--- src/rtl/score_sampler_multi.sv ---
// score_sampler_multi
// Multi-channel score sampler: each channel samples its scoring input once per
// PERIOD clock cycles and accumulates a score (level or rising-edge counting,
// saturating or wrapping). A small game FSM stops scoring once any channel
// reaches WIN_SCORE and latches the winning channel mask. Each channel drives
// an active-low hex digit showing the low nibble of its score.
module score_sampler_multi #(
   parameter int unsigned N_CH      = 2,
   parameter int unsigned CNT_W     = 8,
   parameter int unsigned PERIOD    = 20000000,
   parameter int unsigned WIN_SCORE = 10,
   parameter int unsigned SAT       = 1
) (
   input  logic                    clock,
   input  logic                    reset,
   input  logic                    start,
   input  logic                    mode,
   input  logic [N_CH-1:0]         enable,
   input  logic [N_CH-1:0]         in,
   output logic [N_CH*CNT_W-1:0]   counts,
   output logic [N_CH*7-1:0]       seg,
   output logic [1:0]              state,
   output logic [N_CH-1:0]         winner,
   output logic                    tick
);

   localparam int unsigned SCW = $clog2(PERIOD);
   localparam logic [SCW-1:0] SAMPLE_LAST = SCW'(PERIOD - 1);
   localparam logic [CNT_W-1:0] SCORE_MAX = '1;

   typedef enum logic [1:0] {
      IDLE = 2'b00,
      RUN  = 2'b01,
      DONE = 2'b10
   } state_t;

   state_t            state_q;
   state_t            state_d;
   logic [SCW-1:0]    sample_q;
   logic [CNT_W-1:0]  score_q [N_CH];
   logic [CNT_W-1:0]  score_d [N_CH];
   logic [N_CH-1:0]   prev_q;
   logic [N_CH-1:0]   winner_q;
   logic [N_CH-1:0]   win_hit;

   // Active-low hex digit, bit0 = a ... bit6 = g.
   function automatic logic [6:0] hex7(input logic [3:0] v);
      logic [6:0] p;
      case (v)
         4'h0:    p = 7'h40;
         4'h1:    p = 7'h79;
         4'h2:    p = 7'h24;
         4'h3:    p = 7'h30;
         4'h4:    p = 7'h19;
         4'h5:    p = 7'h12;
         4'h6:    p = 7'h02;
         4'h7:    p = 7'h78;
         4'h8:    p = 7'h00;
         4'h9:    p = 7'h10;
         4'hA:    p = 7'h08;
         4'hB:    p = 7'h03;
         4'hC:    p = 7'h46;
         4'hD:    p = 7'h21;
         4'hE:    p = 7'h06;
         default: p = 7'h0E;
      endcase
      return p;
   endfunction

   // Sample point: last cycle of each PERIOD while the game is running.
   always_comb begin
      tick = (state_q == RUN) && (sample_q == SAMPLE_LAST);
   end

   // Candidate post-tick scores and the win mask computed from them.
   always_comb begin
      win_hit = '0;
      for (int unsigned k = 0; k < N_CH; k++) begin
         score_d[k] = score_q[k];
         if (enable[k] && in[k] && (!mode || !prev_q[k])) begin
            if (score_q[k] == SCORE_MAX) begin
               score_d[k] = (SAT != 0) ? SCORE_MAX : '0;
            end else begin
               score_d[k] = score_q[k] + CNT_W'(1);
            end
         end
         if ((WIN_SCORE != 0) && (32'(score_d[k]) >= WIN_SCORE)) begin
            win_hit[k] = 1'b1;
         end
      end
   end

   // Game FSM next state; start overrides everything except reset.
   always_comb begin
      state_d = state_q;
      case (state_q)
         IDLE:    state_d = IDLE;
         RUN:     if (tick && (|win_hit)) state_d = DONE;
         DONE:    state_d = DONE;
         default: state_d = IDLE;
      endcase
      if (start) begin
         state_d = RUN;
      end
   end

   // Game FSM state register.
   always_ff @(posedge clock) begin
      if (!reset) begin
         state_q <= IDLE;
      end else begin
         state_q <= state_d;
      end
   end

   // Sample counter, scores, previous-sample and winner registers.
   always_ff @(posedge clock) begin
      if (!reset || start) begin
         sample_q <= '0;
         prev_q   <= '0;
         winner_q <= '0;
         for (int unsigned k = 0; k < N_CH; k++) begin
            score_q[k] <= '0;
         end
      end else if (state_q == RUN) begin
         if (tick) begin
            sample_q <= '0;
            prev_q   <= in;
            for (int unsigned k = 0; k < N_CH; k++) begin
               score_q[k] <= score_d[k];
            end
            if (|win_hit) begin
               winner_q <= win_hit;
            end
         end else begin
            sample_q <= sample_q + SCW'(1);
         end
      end
   end

   // Pack scores and their hex digits onto the output buses.
   always_comb begin
      counts = '0;
      seg    = '0;
      for (int unsigned k = 0; k < N_CH; k++) begin
         counts[k*CNT_W +: CNT_W] = score_q[k];
         seg[k*7 +: 7]            = hex7(score_q[k][3:0]);
      end
   end

   // Direct register outputs.
   always_comb begin
      state  = state_q;
      winner = winner_q;
   end

endmodule

--- config.mk ---
export PLATFORM = sky130hd
export DESIGN_NAME = score_sampler_multi
export DESIGN_NICKNAME = d
export VERILOG_FILES = /design/src/rtl/score_sampler_multi.sv
export SDC_FILE = /design/constraint.sdc
export NUM_CORES = 1
export LEC_CHECK = 0
export BUFFER_PORTS_ARGS = -buffer_cell sky130_fd_sc_hd__buf_2
export CORE_MARGIN = 1.5
export CORE_UTILIZATION = 24
export CTS_CLUSTER_DIAMETER = 50
export DETAILED_ROUTE_END_ITERATION = 8
export PLACE_DENSITY = 0.39
export SKIP_LAST_GASP = 1
export SLEW_MARGIN = 5
export SYNTH_ARGS = -nofsm -noshare
export SYNTH_HDL_FRONTEND = slang
export SYNTH_SLANG_ARGS = --single-unit
--- constraint.sdc ---
create_clock -name clock -period 2.1 [get_ports clock]
set_input_delay 0.42 -clock clock [delete_from_list [all_inputs] [get_ports clock]]
set_output_delay 0.42 -clock clock [all_outputs]
set_load 0.02 [all_outputs]
==> impl_results.md, run 1 <==
- Htree depth: 2
- Antenna Nets Post-Route: 0
- DRT iter0 DRCs: 133
- Finished Cell Area: between 4000 and 5000 um^2
- WP data arrival: approximately 1.9 ns
- Hold path depth: 3
- CP startpoint kind: register
- WL/cell: 13.1 um
- Worst-case vdd ir drop: 0.307 mV
- Worst Hold Class: primary input to register
- Met1 Use GR: 16.4%
- First-pass GRT wire length: between 10 and 15 mm
- Die Y: 115 um
- Status: finished, violations left
- CTS buffer count: 5
- Synth Net Count: roughly 350
- Post-synthesis sequential area ratio: 36.4%
- Comb power frac: a little under a fifth
- Initial Util: around 25%
- Layout net count: 489
- Leak Pwr: roughly 1.9 nW
- RR Startpoint: score_q[0][9]
- Final Wtd Congestion: between 0.7 and 0.8
- Area Growth Syn to Fin: 55.4%
- Most common cell in the netlist: nor2_1
- R2r worst-path depth: 10
- M2 GR Usage: 20.3%
- Clock-pin slew on the worst setup and hold paths: 0.07 ns
- Power share of the clock group: about 37%
- Final clock skew: 0.0123 ns
- PwrDens: 463 nW/um^2
- Reg2Reg Setup Slack: -0.17 ns
- Asr flop ratio synth: 0%
- CP endpoint kind: primary output
- Final Hold Fails: 0
- Full die area: 13,300 um^2
- Met3 Usage GRT: 2.48%
- Worst-path cell chain: inv_2, buf_6, ha_4, buf_4, inv_2, mux4_2, buf_6
- Slew headroom: approximately 73%
- Sequential share of power: about 45%
- Core footprint: 12,200 um^2
- Root buffer cell: clkbuf_16
- Count of warnings emitted by yosys: 0
- Layout cells sized above 1: approximately 47%
- Worst setup margin: -0.189 ns
- DRC errors left: 0
- Hold WS: 0.363 ns
- Final WL: approximately 8.4 mm
- Maximum clock rate: 0.437 GHz
- CP top delay family: multiplexers
- Most area-consuming cells after synthesis: dfxtp_1, edfxtp_1, ha_1
- Buffers & Inverters on Critical Path: 5
- Cells after Synth: 332
- Via-to-Cell Ratio: between 4 and 5
- Count of pins over their slew limit: 0
- Cell Area, Synth: 3020 um^2
- R2r endpoint: winner[0]
- Tot Pwr: 2.17 mW
- Final worst path period share: 109%
- Hold_sp: start
- Total Routing Usage GR: 12.2%
- CP Class: register to primary output
- Die Width: around 120 um
- Unique masters post-synth: 60
- Gr ovfl total: 0
- Worst-skew pair later-pin latency: 0.29 ns
- Slew @ Worst Pin: 0.396 ns
- Drt first pass iters: 4
- Vias in the first global route: 2,691
- #FFs+latches synth: 47
- Crit-path slowest cell: mux4_2
- Row cnt: 40
- Net Sw Frac: 25.5%
- Prevailing post-synth register cell: dfxtp_1
- Top cells by count, synth: nor2_1, nand2_1, dfxtp_1
- Grt peak-use layer: met2
- P_sw: about 560 uW
- Ant diodes: 0
- CTS sink cnt: 47
- DP Wirelength: 5.54 mm
- Yosys top cell by area: dfxtp_1
- Area post-placement: 3890 um^2
- Port bufs: 42
- Worst path max stage delay: 0.46 ns
- Vias: 2,839
- CTS tree: built
- Largest net degree at the start of global routing: 24
- Initial antenna violation count: 0
- Failing checks: setup timing
- Int Pwr: 1.62 mW
- Max_cap viols: 0
- CP required: roughly 1.7 ns
- IO Count: 43
- Yosys top cell area share: 20.5%
- RSZ-0062 raised after global routing: true
- Largest fanout on the critical path: 4
- Syn Area/Cell: 9.11 um^2
- Final worst path period need: 2.29 ns
- Min-Delay Endpoint: state[0]
- CTS Buffer Depth: 2
- EDFF count, synth: 16
- Final setup fails: 35
-- sequential cells by signal, indices dropped and copies added, names as in the netlist --
register	cells
sample_q	25
state	2
prev_q	2
winner	2
score_q	16
-- power by group through the flow --
stage               sequential (mW)  clock [mW]  combinational [mW]
finish                        0.974       0.805               0.395
detailed placement            0.994           0               0.300
floorplan                      1.01           0               0.162
global placement              0.994           0               0.302
global route                  0.976       0.887               0.425
CTS                           0.973       0.838               0.362
-- cells in the final DEF (no fill, tap or decap), drive strengths merged, types with 11 or more instances in the layout --
master    n
o21ai    14
xor2     19
a21oi    17
ha       14
edfxtp   16
xnor2    12
nor2     51
dfxtp    31
nand2    38
buf     139
nand3    11
-- worst register-to-register path, stage by stage, from the launching register on --
cell and delay (ns):
edfxtp_1 0.44, inv_2 0.09, buf_6 0.10, ha_4 0.20, or4_4 0.48, o21ai_2 0.13
a31oi_2 0.12, o41ai_4 0.30, buf_4 0.18, nand2_1 0.04, a21oi_1 0.11
-- area by class of cell --
cell class	instances	area [um^2]
Sequential cell	47	1100
Fill cell	1220	7460
Inverter	8	32.5
Tap cell	168	210
Clock inverter	1	3.75
Timing Repair Buffer	141	1160
Multi-Input combinational cell	264	2040
Clock buffer	7	143
-- worst max path at each step --
stage,start,endpoint,cells after the start
after global placement,score_q[0][9],winner[0],9
after global routing,score_q[0][9],winner[0],10
after detailed placement,score_q[0][9],state[0],8
after CTS,state[1],tick,9
after floorplan,score_q[0][8],state[1],8
final,score_q[0][9],seg[10],7
-- per-stage QoR --
step,utilization [%],instances,setup slack [ns],TNS [ns]
finish,38.6,636,-0.189,-1.57
global route,38.6,636,-0.357,-6.12
CTS,36.4,623,-0.222,-2.33
detailed placement,32.0,595,-0.216,-4.01
global placement,32.0,595,-0.175,-1.10
floorplan,-,332,-0.295,-9.95
-- layer usage --
layer | vias to the layer above | wire (um)
li1 | 1445 | -
met1 | 1351 | 4090
met2 | 41 | 3980
met3 | 2 | 248
met4 | 0 | 32
met5 | - | 0
-- cells by family after synthesis --
logic type | after synthesis | share of synthesized area [%]
compound gates | 51 | 12.3
fa+ha+maj | 14 | 5.79
mux | 10 | 3.77
buf+inv | 22 | 4.18
flops | 47 | 36.4
xor+xnor | 31 | 8.98
simple gates | 157 | 28.6
-- what timing repair did --
item                       CTS  global route
gates resized for setup     56            38
buffers inserted            20            12
setup endpoints to repair   62            72
pin swaps                   12            20
hold buffers                 0             0
gates cloned                 1             3
(Power assumes the default switching activity.)
==> run 2: changes to the inputs <==
- CORE_MARGIN: 1.5 -> unset
- PLACE_DENSITY: 0.39 -> 0.4
==> run 2 against run 1 <==
Effect of this change:
- the run still ends with setup timing left
- sequential share of layout area decreased by 0.76 points
- flip-flop and latch count unchanged
- non-clock buffer count increased by 1
- clock power increased by 4.1%
- via count decreased by 1.4%
- cell area increased by 3.4%
- total power increased by 2.7%
- sequential power about the same
- wire length decreased by 2.2%
- setup slack improved by 0.048 ns
- die area decreased by 1.7%
- first-iteration DRC count decreased by 23%
- critical endpoint is now tick
==> impl_results.md, run 2 (same netlist as run 1, synthesis figures left out) <==
- CTS sink cnt: 47 (unchanged)
- Largest net degree at the start of global routing: 24 (unchanged)
- Worst slack at placement: -0.196 ns (was -0.216 ns)
- Filler cells: 1,215 (was 1,220)
- CP required: 1.68 ns (about the same)
- CTS Buffer Depth: 2 (unchanged)
- RSZ-0062 raised after global routing: true (unchanged)
- Clock-pin slew on the worst setup and hold paths: 0.06 ns (was 0.07 ns)
- Drt first pass iters: 4 (unchanged)
- Biggest register: sample_q (unchanged)
- CP startpoint kind: register (unchanged)
- Final worst path period need: 2.24 ns (was 2.29 ns)
- Ant diodes: 0 (unchanged)
- Leak Pwr: 1.91 nW (about the same)
- Vias: 2,799 (was 2,839)
- Failing checks: setup timing (unchanged)
- Root buffer cell: clkbuf_16 (unchanged)
- Met2 wire length: 3.99 mm (was 3.98 mm)
- Metal3 WL: 177 um (was 248 um)
- Cts hold-fix bufs: 0 (unchanged)
- DP Wirelength: 5.67 mm (was 5.54 mm)
- DRC errors left: 0 (unchanged)
- Port bufs: 42 (unchanged)
- Final Wtd Congestion: 0.785 (was 0.752)
- Area Growth Syn to Fin: 60.6% (was 55.4%)
- IO Count: 43 (unchanged)
- Status: finished, violations left (unchanged)
- Die Width: 114 um (was 115 um)
- Full die area: 13,100 um^2 (was 13,300 um^2)
- Tot Pwr: 2.23 mW (was 2.17 mW)
- Count of pins over their slew limit: 0 (unchanged)
- Via-to-Cell Ratio: 4.40 (was 4.46)
- WP data arrival: 1.82 ns (was 1.87 ns)
- Core footprint: 12,200 um^2 (unchanged)
- Maximum clock rate: 0.446 GHz (was 0.437 GHz)
- Total Routing Usage GR: 12.4% (was 12.2%)
- Area of the multi-input gates: 2180 um^2 (was 2040 um^2)
- Row cnt: 40 (unchanged)
- Number of flip-flops under the largest register name: 25 (unchanged)
- Layout net count: 489 (unchanged)
- PwrDens: 459 nW/um^2 (was 463 nW/um^2)
- Initial Util: 24.9% (unchanged)
- Antenna Nets Post-Route: 0 (unchanged)
- Worst setup margin: -0.141 ns (was -0.189 ns)
- Die Y: 114 um (was 115 um)
- CTS buffer count: 5 (unchanged)
- Layout cells sized above 1: 51.3% (was 47.0%)
- Final worst path period share: 107% (was 109%)
- CTS tree: built (unchanged)
- Worst-case vdd ir drop: 0.310 mV (was 0.307 mV)
- Max_cap viols: 0 (unchanged)
- Top Metal Used: met4 (unchanged)
- Hold_sp: start (unchanged)
- Most frequent cells in the layout: buf_4, nand2_1, buf_2 (was buf_4, nor2_1, nand2_1)
- Finished Cell Area: 4860 um^2 (was 4700 um^2)
- Register area: 1100 um^2 (unchanged)
- Slew @ Worst Pin: 0.439 ns (was 0.396 ns)
- Final Hold Fails: 0 (unchanged)
- DRT iter0 DRCs: 102 (was 133)
- Worst Hold Class: primary input to register (unchanged)
- WL/cell: 12.8 um (was 13.1 um)
- Final clock skew: 0.00288 ns (was 0.0123 ns)
- Area post-placement: 3930 um^2 (was 3890 um^2)
- RR Startpoint: score_q[0][9] (unchanged)
- First-pass GRT wire length: 13.0 mm (was 12.9 mm)
- Final setup fails: 15 (was 35)
- Largest fanout on the critical path: 2 (was 4)
- CP Class: register to primary output (unchanged)
- Commonest non-fill, non-tap cell in the layout: buf_4 (unchanged)
- Routed length on met1: 3.94 mm (was 4.09 mm)
- Slew headroom: 70.4% (was 73.3%)
- Initial antenna violation count: 0 (unchanged)
- Final WL: 8.17 mm (was 8.35 mm)
- Worst-skew pair later-pin latency: 0.28 ns (was 0.29 ns)
- CP endpoint kind: primary output (unchanged)
- Setup crit start: state[1] (was score_q[0][9])
- Vias in the first global route: 2,709 (was 2,691)
- Regs by FF count: sample_q: 25 flops, score_q: 16 flops (unchanged)
- Htree depth: 2 (unchanged)
- Gr ovfl total: 0 (unchanged)
run 2: cell count changes in the layout (fill, tap and decap cells not counted), sizes merged:
cell / delta
or4: -1
clkinv: -1
buf: +1
clkbuf: +1
run 2: area by class of cell:
class | instances | area share (%)
multi-input cells | 263 | 44.8
well taps | 168 | 4.33
inverters | 8 | 0.721
repair buffers | 142 | 24.2
flip-flops and latches | 47 | 22.7
clock buffers | 8 | 3.25
run 2: power breakdown:
group          switching [mW]  leakage (nW)  internal (mW)
registers              0.0197         0.429          0.956
logic                   0.217          1.40          0.202
clock network           0.326        0.0801          0.512
run 2: metal layers:
layer,vias up,GRT usage [%]
met1,1326,16.8
li1,1437,-
met5,-,0
met3,6,2.33
met2,30,20.6
met4,0,2.34
run 2: path summary, 6_finish.rpt:
| kind | end | slack, ns | depth (start not counted) |
|---|---|---|---|
| min | state[0] | 0.36 | 3 |
| min reg2reg | winner[0] | 0.50 | 2 |
| max | tick | -0.14 | 9 |
| max reg2reg | winner[0] | -0.14 | 9 |
run 2: worst max-delay path, stage by stage (launching register included):
cell and delay, ns:
dfxtp_2 0.32, inv_2 0.07, ha_4 0.14, and4_4 0.20
and2_4 0.16, nand4_4 0.11, buf_6 0.14, nor3_4 0.14
buf_6 0.14, buf_6 0.11
run 2: per-stage QoR:
stage / util [%] / hold WS [ns] / setup TNS (ns) / instances
global route: 39.9 / 0.391 / -4.37 / 636
detailed placement: 32.3 / 0.475 / -1.13 / 600
global placement: 32.3 / 0.475 / -1.88 / 600
CTS: 36.7 / 0.349 / -3.97 / 626
finish: 39.9 / 0.356 / -0.912 / 636
floorplan: - / 0.457 / -9.95 / 332
run 2: repair_timing:
action / 4_1_cts / 5_1_grt
gates cloned: 1 / 3
pin swaps: 14 / 36
buffers inserted: 19 / 10
gates resized for setup: 54 / 75
setup endpoints to repair: 38 / 71
==> run 3: changes to the inputs <==
- CORE_UTILIZATION: 24 -> 45
- PLACE_DENSITY: 0.4 -> 0.67
==> run 3 against run 2 <==
Effect of this change:
- the run ends with DRC, setup timing left
- critical path depth down 4
- non-clock buffer count is 27 lower
- hold slack got worse by 0.028 ns
- flip-flop and latch count is the same
==> impl_results.md, run 3 (same netlist as run 1, synthesis figures left out) <==
- CTS sink cnt: 47 (unchanged)
- Layout net count: 462 (was 489)
- CTS tree: built (unchanged)
- CP startpoint kind: register (unchanged)
- PwrDens: 454 nW/um^2 (was 459 nW/um^2)
- Worst setup margin: -0.131 ns (was -0.141 ns)
- Hold WS: 0.328 ns (was 0.356 ns)
- Core footprint: 6420 um^2 (was 12,200 um^2)
- Clock-pin slew on the worst setup and hold paths: 0.10 ns (was 0.06 ns)
- Full die area: 7050 um^2 (was 13,100 um^2)
- Setup TNS: -0.976 ns (was -0.912 ns)
- Final WL: 7.14 mm (was 8.17 mm)
- Row cnt: 29 (was 40)
- WP data arrival: 1.81 ns (was 1.82 ns)
- Worst-path cell chain: buf_6, ha_4, buf_6, mux4_2, buf_6 (was inv_2, ha_4, and4_4, and2_4, nand4_4, buf_6, nor3_4, buf_6, buf_6)
- Most frequent cells in the layout: buf_4, nor2_1, nand2_1 (was buf_4, nand2_1, buf_2)
- Status: finished, violations left (unchanged)
- Via-to-Cell Ratio: 5.24 (was 4.40)
- Layout cells sized above 1: 43.5% (was 51.3%)
- CP top delay family: flip-flops (was simple AND/OR/NAND/NOR gates)
- Number of flip-flops under the largest register name: 25 (unchanged)
- Drt first pass iters: 6 (was 4)
- Htree depth: 2 (unchanged)
- Port bufs: 42 (unchanged)
- RSZ-0062 raised after global routing: true (unchanged)
- Cell count after placement: 485 (was 600)
- Regs by FF count: sample_q: 25 flops, score_q: 16 flops (unchanged)
- Slew headroom: 75.4% (was 70.4%)
- Worst-case vdd ir drop: 0.312 mV (was 0.310 mV)
- Critical path's most frequent cell: buf_6 (unchanged)
- Buffers & Inverters on Critical Path: 3 (was 4)
- Worst slack at placement: -0.212 ns (was -0.196 ns)
- Crit-path slowest cell: edfxtp_1 (was dfxtp_2)
- Reg2Reg Setup Slack: -0.10 ns (was -0.14 ns)
- Commonest non-fill, non-tap cell in the layout: buf_4 (unchanged)
- Die Width: 84.0 um (was 114 um)
- Count of pins over their slew limit: 0 (unchanged)
- Filler cells: 491 (was 1,215)
- DRT iter0 DRCs: 123 (was 102)
- DP Wirelength: 4.76 mm (was 5.67 mm)
- Largest net degree at the start of global routing: 18 (was 24)
- DRC errors left: 6 (was 0)
- Biggest register: sample_q (unchanged)
- CP required: 1.68 ns (about the same)
- Root buffer cell: clkbuf_8 (was clkbuf_16)
- First-pass GRT wire length: 11.3 mm (was 13.0 mm)
- Final setup fails: 18 (was 15)
- Vias: 2,714 (was 2,799)
- Antenna Nets Post-Route: 0 (unchanged)
- Non-Filler Instances: 518 (was 636)
- Final Hold Fails: 0 (unchanged)
- Final worst path period share: 106% (was 107%)
- Area post-placement: 3650 um^2 (was 3930 um^2)
- Final Core Density: 66.7% (was 39.9%)
- Finished Cell Area: 4290 um^2 (was 4860 um^2)
- CTS buffer count: 5 (unchanged)
- Max_cap viols: 0 (unchanged)
- Failing checks: DRC, setup timing (was setup timing)
- Initial antenna violation count: 0 (unchanged)
- Ant diodes: 0 (unchanged)
- Final Wtd Congestion: 0.784 (was 0.785)
- IO Count: 43 (unchanged)
- Total Routing Usage GR: 19.5% (was 12.4%)
- Worst path max stage delay: 0.47 ns (was 0.32 ns)
- Maximum clock rate: 0.448 GHz (was 0.446 GHz)
- Tot Pwr: 1.95 mW (was 2.23 mW)
- Worst-skew pair later-pin latency: 0.31 ns (was 0.28 ns)
- Gr ovfl total: 0 (unchanged)
- Leak Pwr: 1.74 nW (was 1.91 nW)
- Slew @ Worst Pin: 0.365 ns (was 0.439 ns)
- Final clock skew: 0.0137 ns (was 0.00288 ns)
- Final worst path period need: 2.23 ns (was 2.24 ns)
- Vias in the first global route: 2,528 (was 2,709)
- Initial Util: 47.1% (was 24.9%)
- CP endpoint kind: primary output (unchanged)
- WL/cell: 13.8 um (was 12.8 um)
- CTS Buffer Depth: 2 (unchanged)
- CP Class: register to primary output (unchanged)
- Area Growth Syn to Fin: 41.7% (was 60.6%)
- Die Y: 84.0 um (was 114 um)
- Worst Hold Class: primary input to register (unchanged)
- Largest fanout on the critical path: 4 (was 2)
[run 3: cell count changes in the layout (fill, tap and decap cells not counted), sizes merged]
cell,change
clkinvlp,+1
clkbuf,-4
buf,-26
inv,+2
[run 3: final cells by class]
cell class                      instances  area, um^2  share of cell area [%]
Clock buffer                            5        68.8                    1.61
Clock inverter                          3        25.0                   0.584
Inverter                                8        35.0                   0.817
Multi-Input combinational cell        263        2040                    47.6
Sequential cell                        47        1100                    25.7
Tap cell                               77        96.3                    2.25
Timing Repair Buffer                  115         918                    21.4
[run 3: path summary, 6_finish.rpt]
kind / depth (start not counted) / end / startpoint
worst min register to register: 2 / winner[0] / winner[0]
worst min-delay path: 3 / state[0] / start
worst max-delay path: 5 / seg[10] / score_q[0][8]
worst max register to register: 9 / winner[0] / score_q[0][8]
[run 3: power by group]
group	internal [mW]	switching, mW	leakage (nW)	total, mW
registers	0.955	0.0195	0.429	0.974
logic	0.183	0.200	1.26	0.383
clock network	0.243	0.345	0.0452	0.588
[run 3: worst register-to-register path: cells and delay by family (launching register included)]
family / cells / cell delay (ns)
buffers and inverters: 2 / 0.30
and+or+nand+nor: 2 / 0.53
adders and majority gates: 1 / 0.21
AOI/OAI and AO/OA: 4 / 0.63
DFF: 1 / 0.47
[run 3: timing repair]
action,in CTS,in global routing
setup buffers,12,13
setup endpoints to repair,33,57
gates resized for setup,39,46
gates cloned,0,1
hold buffers,0,0
pin swaps,15,15
[run 3: layer usage]
layer  track usage [%]  routed length, um  up-vias
met2              33.8               3640       33
met1              25.7               3300     1290
met3              2.97                165        4
met4              4.23                 35        0
li1                  -                  -     1387
met5                 0                  0        -
